$ cat src/rtl/aes_pkg.sv
// Shared AES definitions: state geometry, the byte-array view of a state,
// and the row/column to byte-position mapping used by the round stages.
package aes_pkg;

  // Width of one AES state in bits and the number of bytes it holds.
  localparam int STATE_W   = 128;
  localparam int NUM_BYTES = 16;
  localparam int NUM_ROWS  = 4;
  localparam int NUM_COLS  = 4;

  // One AES state viewed as 16 bytes. The range is ascending so that index 0
  // is the most significant byte, which lines up with a [0:127] bus where
  // bit 0 is the MSB of byte 0.
  typedef logic [0:NUM_BYTES-1][7:0] aes_state_t;

  // Byte position of matrix element (row, col) in column-major FIPS-197 order.
  function automatic int byte_index(input int row, input int col);
    return row + NUM_ROWS * col;
  endfunction

endpackage

$ cat src/rtl/inverse_shift_rows_comb.sv
// Combinational AES inverse ShiftRows: row r of the 4x4 byte matrix is
// rotated right by r positions. Pure wiring, no register, so an unrolled or
// iterative decryptor can drop it straight into its own datapath.
module inverse_shift_rows_comb
  import aes_pkg::*;
(
  input  logic [0:STATE_W-1] in,
  output logic [0:STATE_W-1] out
);

  aes_state_t in_s;
  aes_state_t out_s;

  assign in_s = in;
  assign out  = out_s;

  // out(r, c) takes in(r, (c - r) mod 4); the +NUM_COLS keeps the modulo
  // operand non-negative. Indices are elaboration-time constants.
  for (genvar r = 0; r < NUM_ROWS; r++) begin : g_row
    for (genvar c = 0; c < NUM_COLS; c++) begin : g_col
      localparam int DST = byte_index(r, c);
      localparam int SRC = byte_index(r, (c - r + NUM_COLS) % NUM_COLS);
      assign out_s[DST] = in_s[SRC];
    end
  end

endmodule

$ cat src/rtl/inverse_shift_rows.sv
// Registered AES inverse ShiftRows stage: one state in per cycle, the
// permuted state appears on `out` one clock later.
//
// Handshake: valid-only, no ready. in_valid=1 at a rising edge means `in`
// is consumed at that edge; out_valid=1 for exactly the cycle after each
// such edge. The downstream stage must take every result. When in_valid=0
// the last result stays on `out` but out_valid drops. rst has priority and
// clears both the data and the valid flag, discarding anything in flight.
module inverse_shift_rows
  import aes_pkg::*;
(
  input  logic               clk,
  input  logic               rst,
  input  logic               in_valid,
  input  logic [0:STATE_W-1] in,
  output logic               out_valid,
  output logic [0:STATE_W-1] out
);

  logic [0:STATE_W-1] permuted;

  inverse_shift_rows_comb u_comb (
    .in  (in),
    .out (permuted)
  );

  // Output register: load the permuted state on valid input, hold it
  // otherwise; the valid flag simply follows in_valid by one cycle.
  always_ff @(posedge clk) begin
    if (rst) begin
      out       <= '0;
      out_valid <= 1'b0;
    end else begin
      out_valid <= in_valid;
      if (in_valid) begin
        out <= permuted;
      end
    end
  end

endmodule

$ cat config.mk
export PLATFORM = sky130hd
export DESIGN_NAME = inverse_shift_rows
export DESIGN_NICKNAME = d
export VERILOG_FILES = /design/src/rtl/aes_pkg.sv /design/src/rtl/inverse_shift_rows_comb.sv /design/src/rtl/inverse_shift_rows.sv
export SDC_FILE = /design/constraint.sdc
export NUM_CORES = 1
export LEC_CHECK = 0
export CORE_MARGIN = 2
export CORE_UTILIZATION = 25
export CTS_CLUSTER_DIAMETER = 50
export DETAILED_ROUTE_END_ITERATION = 8
export PLACE_DENSITY_LB_ADDON = 0.12
export SLEW_MARGIN = 10
export SYNTH_ARGS = -nofsm -noshare
export SYNTH_HDL_FRONTEND = slang
export SYNTH_SLANG_ARGS = --single-unit
$ cat constraint.sdc
create_clock -name clk -period 1.3 [get_ports clk]
set_input_delay 0.13 -clock clk [delete_from_list [all_inputs] [get_ports clk]]
set_output_delay 0.13 -clock clk [all_outputs]
set_load 0.005 [all_outputs]
==> results_dict.tcl <==
set metrics [dict create \
    coreArea_um2 18150 \
    finalClockSkew_ns 0 \
    syn_area_per_cell_um2 11.25 \
    path_cells "dlygate4sd2_1" \
    grt_pass1_vias 3851 \
    cts_root_buf "clkbuf_16" \
    setup_violations 0 \
    tns_ns 0 \
    crit-reg2reg-launch "out[38]$_SDFFE_PP0P_" \
    max_stage_delay_ns 0.34 \
    post_drt_wl_per_cell_um 13.94 \
    syn_nets 546 \
    nets 807 \
    clk_pin_slew_ns 0.06 \
    dp_hpwl_um 9332 \
    fmax_mhz 878.1 \
    final_cell_mix "129 x dlygate4sd2_1, 128 x mux2i_1, 128 x nor2_1, 128 x clkdlybuf4s50_1, 125 x dfxtp_1" \
    syn_inst 415 \
    hold_start "rst" \
    tightest_slew_ns 0.2857 \
    timing.final.hold_violations 0 \
    cp_top_family "flip-flops" \
    route.met2.wl_um 5983 \
    dieHeight_um 140.6 \
    dieWidth_um 140.6 \
    portBuffers 259 \
    ios 260 \
    timing.final.crit_period_ns 1.139 \
    clock_latency_ns 0.40 \
    areaGrowthSynthToFinish_pct 68.53 \
    cts_buffers 17 \
    crit_fanout 2 \
    drc 0 \
    cpMaxStageDelayCell "dfxtp_1" \
    grt_max_degree 52 \
    vias 3754 \
    status "finished clean" \
    r2r_setup_slack_ns 0.68 \
    period_share_pct 87.60 \
    grt_first_pass_wirelength_um 20400 \
    wl_met1_um 5317 \
    drive_gt1_share_pct 7.112 \
    row_count 49 \
    synthesis.area_um2 4667 \
    yosys_warnings 0 \
    cts_resized 133 \
    drt-vias-per-instance 4.089 \
    drtPass1Iterations 4 \
    cts_tree "built" \
    cts_sinks 129 \
    final_common_cell "dlygate4sd2_1" \
    maxCapViolations 0 \
    ant_nets 0 \
    clk_path_buf_depth 2 \
    start_util_pct 25.72 \
    rsz0062_at_grt "false" \
    die-area_um2 19780 \
    cp.arrival_ns 1.01 \
    hold_path.class "input port to register" \
    worst_slack_ns 0.1612 \
    post_cts_buffers 0 \
    hold_buffers 0 \
    ff2ff_path_depth 2 \
    timing.rr.end "out[38]$_SDFFE_PP0P_" \
    holdPathStages 2 \
    whs_endpoint "out[105]$_SDFFE_PP0P_" \
    seq_area_frac_synth_pct 55.34 \
    wl_met3_um 1323 \
    gr-total-overflow 0 \
    critical_path.endpoint_type "primary output" \
    powerDensity_nw_per_um2 1353 \
    p_leak_uw 0.003894 \
    crit_buf_inv 1 \
    ys_seq_elements 129 \
    synth.distinct_cells 10 \
    place.gp.congestion 0.7144 \
    drt_iter0_drc 101 \
    htree_levels 4 \
    totalWireLength_um 12800 \
    slew_viol_final 0 \
    nFillCells 1787 \
    start_kind "register" \
    crit_type "register to primary output" \
    antenna_found_initial 0 \
    pre_cts_ws_ns 0.2333 \
    dr.max_layer_used "met4" \
    peakVddDrop_uv 828.5 \
    antennaDiodeCount 0 \
    grt_usage_pct 13.06 \
    relSlewSlack_pct 80.95 \
    required_ns 1.17 \
]
==> synthesized netlist by cell type (all sizes together) <==
library cell / n / share of area [%]
buf: 17 / 5.8
mux2i: 128 / 27
dfxtp: 129 / 55
nor2b: 1 / 0.13
clkbuf: 12 / 0.97
nor2: 128 / 10
==> per-layer routing <==
layer  vias up  track usage [%]
li1       1891                -
met1      1688            15.19
met2       164            21.16
met3        11            5.876
met4         0            5.053
met5         -                0
==> report_power, final <==
part	internal [uW]	switching (uW)	total, uW
sequential	4190	108	4300
combinational	826	482	1310
clock	3260	1770	5030
total	8280	2360	10600
==> stage by stage <==
stage / total power, uW / cells / area [um^2] / util (%) / hold WS [ns]
after detailed placement: 5882 / 886 / 7393 / 40.74 / 0.4791
after floorplan: 4956 / 415 / 4667 / - / 0.2772
final: 10640 / 918 / 7865 / 43.34 / 0.07173
after global routing: 11130 / 918 / 7865 / 43.34 / 0.06297
after global placement: 5865 / 886 / 7393 / 40.74 / 0.4710
after CTS: 10830 / 918 / 7865 / 43.34 / 0.05215
==> how the worst max path moves through the flow <==
stage,from,endpoint,cells past startpoint
after global routing,out[122]$_SDFFE_PP0P_,out[122],1
after floorplan,in_valid,out[100]$_SDFFE_PP0P_,5
after detailed placement,in_valid,out[101]$_SDFFE_PP0P_,4
final,out[83]$_SDFFE_PP0P_,out[83],1
after global placement,in_valid,out[95]$_SDFFE_PP0P_,4
after CTS,out[126]$_SDFFE_PP0P_,out[126],1
==> cell families after synthesis <==
| logic type | count (synthesis) | share of synthesized area (%) |
|---|---|---|
| buf+inv | 29 | 6.783 |
| flops | 129 | 55.34 |
| mux | 128 | 27.45 |
| simple gates | 129 | 10.43 |
==> area by class of cell <==
type,count,area [um^2],share of cell area [%]
repair buffers,271,2595,32.99
well taps,229,286.5,3.643
flip-flops and latches,129,2587,32.90
clock inverters,13,185.2,2.354
clock buffers,19,442.9,5.632
multi-input cells,257,1768,22.48
==> state kept, by name, indices dropped and copies added (netlist names) <==
signal,flops
out_valid,1
out,128
Power figures use the tool's default switching activity.
